===== src/rtl/fetch_sequencer.sv =====
// PC and fetch controller for a combinational instruction ROM; fetched words go to decode over
// valid/ready. Define FETCH_CNT_EN to add the saturating fetch_count output.
module fetch_sequencer #(
   parameter int unsigned       ADDR_W   = 6,
   parameter int unsigned       INSTR_W  = 32,
   parameter logic [ADDR_W-1:0] RESET_PC = '0,
   parameter logic [3:0]        HALT_OP  = 4'hF
) (
   input  logic               clk,
   input  logic               rst_n,
   input  logic               start,
   output logic [ADDR_W-1:0]  PCAdress,
   input  logic [INSTR_W-1:0] Instruction_in,
   input  logic               branch_valid,
   input  logic [ADDR_W-1:0]  branch_target,
   output logic [INSTR_W-1:0] ir_out,
   output logic [ADDR_W-1:0]  ir_pc,
   output logic               ir_valid,
   input  logic               ir_ready,
   output logic               halted
`ifdef FETCH_CNT_EN
   ,
   output logic [15:0]        fetch_count
`endif
);

   typedef enum logic [1:0] {StIdle, StRun, StHalt} state_e;

   state_e              state_q, state_d;
   logic [ADDR_W-1:0]   pc_q, pc_d;
   logic [INSTR_W-1:0]  ir_q, ir_d;
   logic [ADDR_W-1:0]   ir_pc_q, ir_pc_d;
   logic                valid_q, valid_d;
   logic                slot_free;

   assign slot_free = !valid_q || ir_ready;

   always_comb begin
      state_d = state_q;
      pc_d    = pc_q;
      ir_d    = ir_q;
      ir_pc_d = ir_pc_q;
      valid_d = valid_q;
      case (state_q)
         StIdle: begin
            if (start) begin
               state_d = StRun;
               pc_d    = RESET_PC;
               valid_d = 1'b0;
            end
         end
         StRun: begin
            // A redirect flushes the slot and suppresses this cycle's capture, even a HALT.
            if (branch_valid) begin
               pc_d    = branch_target;
               valid_d = 1'b0;
            end else if (slot_free) begin
               ir_d    = Instruction_in;
               ir_pc_d = pc_q;
               valid_d = 1'b1;
               if (Instruction_in[INSTR_W-1 -: 4] == HALT_OP) begin
                  state_d = StHalt;
               end else begin
                  pc_d = pc_q + 1'b1;
               end
            end
         end
         StHalt: begin
            if (start) begin
               state_d = StRun;
               pc_d    = RESET_PC;
               valid_d = 1'b0;
            end else if (ir_ready) begin
               valid_d = 1'b0;
            end
         end
         default: state_d = StIdle;
      endcase
   end

   always_ff @(posedge clk or negedge rst_n) begin
      if (!rst_n) begin
         state_q <= StIdle;
         pc_q    <= RESET_PC;
         ir_q    <= '0;
         ir_pc_q <= '0;
         valid_q <= 1'b0;
      end else begin
         state_q <= state_d;
         pc_q    <= pc_d;
         ir_q    <= ir_d;
         ir_pc_q <= ir_pc_d;
         valid_q <= valid_d;
      end
   end

   assign PCAdress = pc_q;
   assign ir_out   = ir_q;
   assign ir_pc    = ir_pc_q;
   assign ir_valid = valid_q;
   assign halted   = (state_q == StHalt);

`ifdef FETCH_CNT_EN
   logic [15:0] cnt_q, cnt_d;
   logic        capture, restart;

   assign capture = (state_q == StRun) && !branch_valid && slot_free;
   assign restart = start && (state_q != StRun);

   always_comb begin
      cnt_d = cnt_q;
      if (restart) begin
         cnt_d = '0;
      end else if (capture && (cnt_q != 16'hFFFF)) begin
         cnt_d = cnt_q + 16'd1;
      end
   end

   always_ff @(posedge clk or negedge rst_n) begin
      if (!rst_n) begin
         cnt_q <= '0;
      end else begin
         cnt_q <= cnt_d;
      end
   end

   assign fetch_count = cnt_q;
`endif

endmodule


===== config.mk =====
export PLATFORM = sky130hd
export DESIGN_NAME = fetch_sequencer
export DESIGN_NICKNAME = d
export VERILOG_FILES = /design/src/rtl/fetch_sequencer.sv
export SDC_FILE = /design/constraint.sdc
export NUM_CORES = 1
export LEC_CHECK = 0
export ABC_AREA = 0
export CORE_ASPECT_RATIO = 1.1
export CORE_UTILIZATION = 44
export CTS_CLUSTER_SIZE = 10
export DETAILED_ROUTE_END_ITERATION = 7
export PLACE_DENSITY_LB_ADDON = 0.12
export SYNTH_ARGS = -nofsm -noshare
export SYNTH_HDL_FRONTEND = slang
export SYNTH_SLANG_ARGS = --single-unit

===== constraint.sdc =====
create_clock -name clk -period 5.2 [get_ports clk]
set_clock_uncertainty 0.15 [all_clocks]
set_input_delay 1.3 -clock clk [delete_from_list [all_inputs] [get_ports clk]]
set_output_delay 1.3 -clock clk [all_outputs]
set_load 0.02 [all_outputs]

== Yosys cells after proc, flatten, opt, wreduce, memory -nomap -nowiden ==
Index checks and enable logic that the tools add are counted.

* Register bits: 47
* Input port bits: 43
* Output and inout bits: 46
* Word-level logic and storage cells: 44

* $add $sub $neg: 1
* Equality and inequality tests: 11
* Mux-type cells: 16
* Bitwise operators: 1
* Reduce and logical (&&, ||, !) cells: 10

{| class="wikitable"
|+ Operator list
! operator !! number
|-
| 2-to-1 mux 6 bit || 4
|-
| one-hot mux 6 bit (2 select lines) || 1
|-
| AND reduction 4 bit || 3
|-
| inequality test 3 bit, second input constant || 3
|-
| 2-to-1 mux 2 bit || 4
|-
| inequality test 2 bit, second input constant || 4
|-
| adder 6 x 1 -> 6 bit, second input constant || 1
|-
| 2-to-1 mux 1 bit || 5
|-
| equality test 4 bit, second input constant || 1
|-
| one-hot mux 2 bit (2 select lines) || 1
|-
| one-hot mux 1 bit (3 select lines) || 1
|-
| AND reduction 3 bit || 1
|-
| nonzero test 3 bit || 1
|-
| equality test 2 x 1 -> 1 bit, second input constant || 1
|-
| equality test 2 bit, second input constant || 1
|-
| zero test 2 bit || 1
|-
| inequality test 2 x 1 -> 1 bit, second input constant || 1
|-
| nonzero test 2 bit || 1
|-
| OR reduction 2 bit || 1
|-
| zero test 1 bit || 1
|-
| logical OR 1 bit || 1
|-
| inverter 1 bit || 1
|}

== Depth between registers and ports, before layout ==
* Depth after elaboration: 5
* Mapped depth: 6
* Gate-level depth less buffers: 5

== Worst setup path after synthesis ==
Ideal clock, no wire load.

* Path kind: in2reg
* From: in Instruction_in[30]
* To: reg pc_q[5], in the netlist PCAdress[5]
* Library setup time: 0.104 ns
* Data arrival time: 2.416 ns
* Setup slack: 2.530 ns
* Stages: 5
* Buffers on the path: 1
* Cell sequence: and4_1 -> o311a_1 -> buf_6 -> or2_1 -> o311ai_1

* Longest elaborated chain between the ends: 3

{| class="wikitable"
|+ RTL lines
! element !! RTL line !! source
|-
| start, declared || 13 || <nowiki>input logic [INSTR_W-1:0] Instruction_in,</nowiki>
|-
| equality test 4 bit || 61 || <nowiki>if (Instruction_in[INSTR_W-1 -: 4] == HALT_OP) begin</nowiki>
|-
| inequality test 3 bit (no line) || n/a ||
|-
| AND reduction 4 bit (no line) || n/a ||
|-
| end signal, assigned || 90 || <nowiki>pc_q <= pc_d;</nowiki>
|-
| end, declared || 30 || <nowiki>logic [ADDR_W-1:0] pc_q, pc_d;</nowiki>
|}

Every way passes these cells.
A chain may end at the register's enable or synchronous reset.

== Final worst setup path ==
* From: in branch_valid
* To: reg ir_q[16], in the netlist ir_out[16]

* Longest elaborated chain between the ends: 2

{| class="wikitable"
|+ RTL lines
! element !! RTL line !! source
|-
| start, declared || 14 || <nowiki>input logic branch_valid,</nowiki>
|-
| inverter 1 bit (no line) || n/a ||
|-
| AND reduction 3 bit (no line) || n/a ||
|-
| end signal, assigned || 91 || <nowiki>ir_q <= ir_d;</nowiki>
|-
| end, declared || 31 || <nowiki>logic [INSTR_W-1:0] ir_q, ir_d;</nowiki>
|}

Every way passes these cells.

==> impl_metrics.csv <==
group,metric,value,unit
cts,numCtsBuffers,5,
grt,antenna_found_initial,0,
setup_path,r2r_start,"state_q[0]",
sta,slew_headroom,0.3220,
logic_synthesis,synth-edff-count,0,
setup_path,critPathLaunchType,"input port",
hold_path,worstHoldStart,"ir_pc[2]",
setup_path,crit_arrival,3410,ps
place,placed_cells,278,
cells_and_area,nets,275,
flow_run,maxCapViolCount,0,
cts,htreeDepth,2,
setup_path,crit_start,"branch_valid",
cells_and_area,final_cells,286,
cts,post_cts_resized,0,
floorplan,num_rows,25,
logic_synthesis,synth_top_area_share,0.5976,
floorplan,ios,89,
floorplan,die_y,72.15,µm
grt,grt_usage,0.1897,
drt,drc_errors,0,
power,leakagePower,0.001229,µW
logic_synthesis,ys_seq_area_frac,0.5976,
floorplan,start_util,0.4593,
sta,fmax,295.9,MHz
power,power_per_cell_area,636.4,nW/µm²
sta,fin_tns_setup,0,ps
cells_and_area,antenna_cells,0,
cells_and_area,nFillCells,315,
cts,cts_hold_buf,0,
drt,wirelength,4203,µm
cts,clk_latency,290,ps
logic_synthesis,netlist-cell-type-count,31,
power,peakVddDrop,325.2,µV
run_status,outcome,"completed",
logic_synthesis,async_flop_share,1.000,
drt,drt-wirelength-per-cell,14.70,µm
cells_and_area,drive_above_1_share,0.2241,
drt,first_iter_violations,55,
logic_synthesis,ys_warn_count,0,
sta,hold_viol,0,
sta,finalMaxSlewViolations,0,
cells_and_area,final_util,0.7028,
place,place.gp.congestion,0.7993,
logic_synthesis,synth_area_leaders,"dfrtp_1, mux2_2, o21ai_0",
sta,period_share,0.6500,
setup_path,critPathRequiredTime,5230,ps
sta,rsz0062_at_grt,"false",
grt,grt_use_met2,0.3186,
logic_synthesis,ys.flop_type,"dfrtp_1",
logic_synthesis,synthCells,142,
drt,dr.pass1.iters,3,
logic_synthesis,synth_top_cell_by_area,"dfrtp_1",
hold_path,hold_class,"register to register",
grt,grt.overflow.total,0,
cts,cts_setup_buffers,0,
sta,tightest_slew,1017,ps
place,io_buffers,88,
floorplan,die_w,65.77,µm
drt,vias_per_cell,5.091,
setup_path,crit_path_max_fanout,31,
drt,ant_nets,0,
cts,cts_tree,"built",
setup_path,path_class,"input port to register",
place,hpwl,3056,µm
logic_synthesis,syn_area,1968,µm²
floorplan,coreArea,4285,µm²
grt,grt_max_degree,48,
logic_synthesis,synth.ff_latch_count,47,
cells_and_area,area_growth,53.02,%
cts,cts_buffer_depth,2,
grt,grt_first_pass_wirelength,6872,µm
setup_path,cp-end-kind,"register",
logic_synthesis,syn-num-nets,186,
cts,cts.sinks,47,
sta,setup_viol,0,
logic_synthesis,syn_area_per_cell,13.86,µm²
grt,met3_usage,0.05503,
cts,cts_root_buf,"clkbuf_8",
grt,grtUsageMet1,0.2319,
grt,grt_pass1_vias,1470,
drt,vias,1456,
floorplan,die-area,4745,µm²
grt,busiest_layer,"met2",
cts,path_clk_slew,90,ps
sta,min_period,3380,ps
==> critical path, stage by stage <==
cell and delay, ps:
clkdlybuf4s50_1 610, nor3_2 630, buf_4 470, mux2_2 390
==> layout by cell type, fill, tap and decap left out <==
cell and n:
or2_1 1, o311ai_1 2, nor4b_1 1, nor3_1 1, inv_1 1, a22oi_1 1, nand2_1 6, clkbuf_8 5
buf_4 1, a31oi_1 1, nand2b_1 2, nand3b_1 1, a211o_1 1, buf_2 1, nor3b_1 1, nor2b_1 4
and3_1 1, bufinv_16 2, o21ai_0 9, nor2_1 1, clkinvlp_4 1, and4_1 1, o311a_1 1, nand4_1 2
or3b_2 1, mux2_2 39, a21oi_1 1, nand3_1 5, dfrtp_1 47, a22o_1 1, nand2b_4 1, nor3_2 1
clkdlybuf4s50_1 87, ha_1 1
==> routing by layer <==
layer	share of wire	vias up
met5	0	-
met2	0.52	52
li1	-	687
met4	0.012	0
met3	0.069	5
met1	0.40	712
==> Yosys cell counts (all sizes together), types with 2 or more instances <==
cell and n:
nand3 5, nor2b 4, buf 6, nand4 2
o311ai 2, nand2b 3, nand2 6, dfrtp 47
o21ai 9, mux2 39, nor3 2
==> path summary, 6_finish.rpt <==
path	slack [ps]	cells past startpoint	endpoint
setup / recovery	1820	4	ir_out[16]
hold / removal	360	1	ir_pc[2]
setup reg to reg	2880	4	ir_out[16]
hold reg to reg	360	1	ir_pc[2]
max in group asynchronous	3240	1	ir_out[20]
min in group asynchronous	1010	1	PCAdress[0]
==> state kept, by name, summed over array words and instances, names as in the netlist <==
name	cells
PCAdress	6
ir_out	32
ir_valid	1
ir_pc	6
state_q	2
==> logic make-up after synthesis <==
kind of cell    Yosys count  synth area share
flops                    47            0.5976
mux                      39            0.2231
simple gates             30           0.09091
compound gates           17           0.05531
buf+inv                   8           0.02670
fa+ha+maj                 1          0.006356
==> layout make-up <==
cell class	count	area, µm²	area share
clock inverters	3	67.56	0.02243
repair buffers	89	883.3	0.2933
inverters	1	3.754	0.001246
multi-input cells	87	744.5	0.2472
flip-flops and latches	47	1176	0.3905
well taps	54	67.56	0.02243
clock buffers	5	68.82	0.02285
==> metrics by stage <==
stage / power [µW] / setup WS, ps / hold WS [ps] / cell area, µm²
after floorplan: 1174 / 2530 / 339.4 / 1968
after global placement: 1586 / 1577 / 338.8 / 2875
after detailed placement: 1621 / 1466 / 346.0 / 2875
after CTS: 1942 / 1797 / 366.7 / 3012
after global routing: 2025 / 1665 / 382.0 / 3012
final: 1916 / 1820 / 363.8 / 3012
==> power by group <==
group          switching [µW]  total (µW)  internal (µW)  leakage, µW
sequential                121         665            544     0.000559
combinational             431         938            507     0.000606
clock                     122         314            192    0.0000644
total                     674        1920           1240      0.00123
Power figures use the tool's default switching activity.
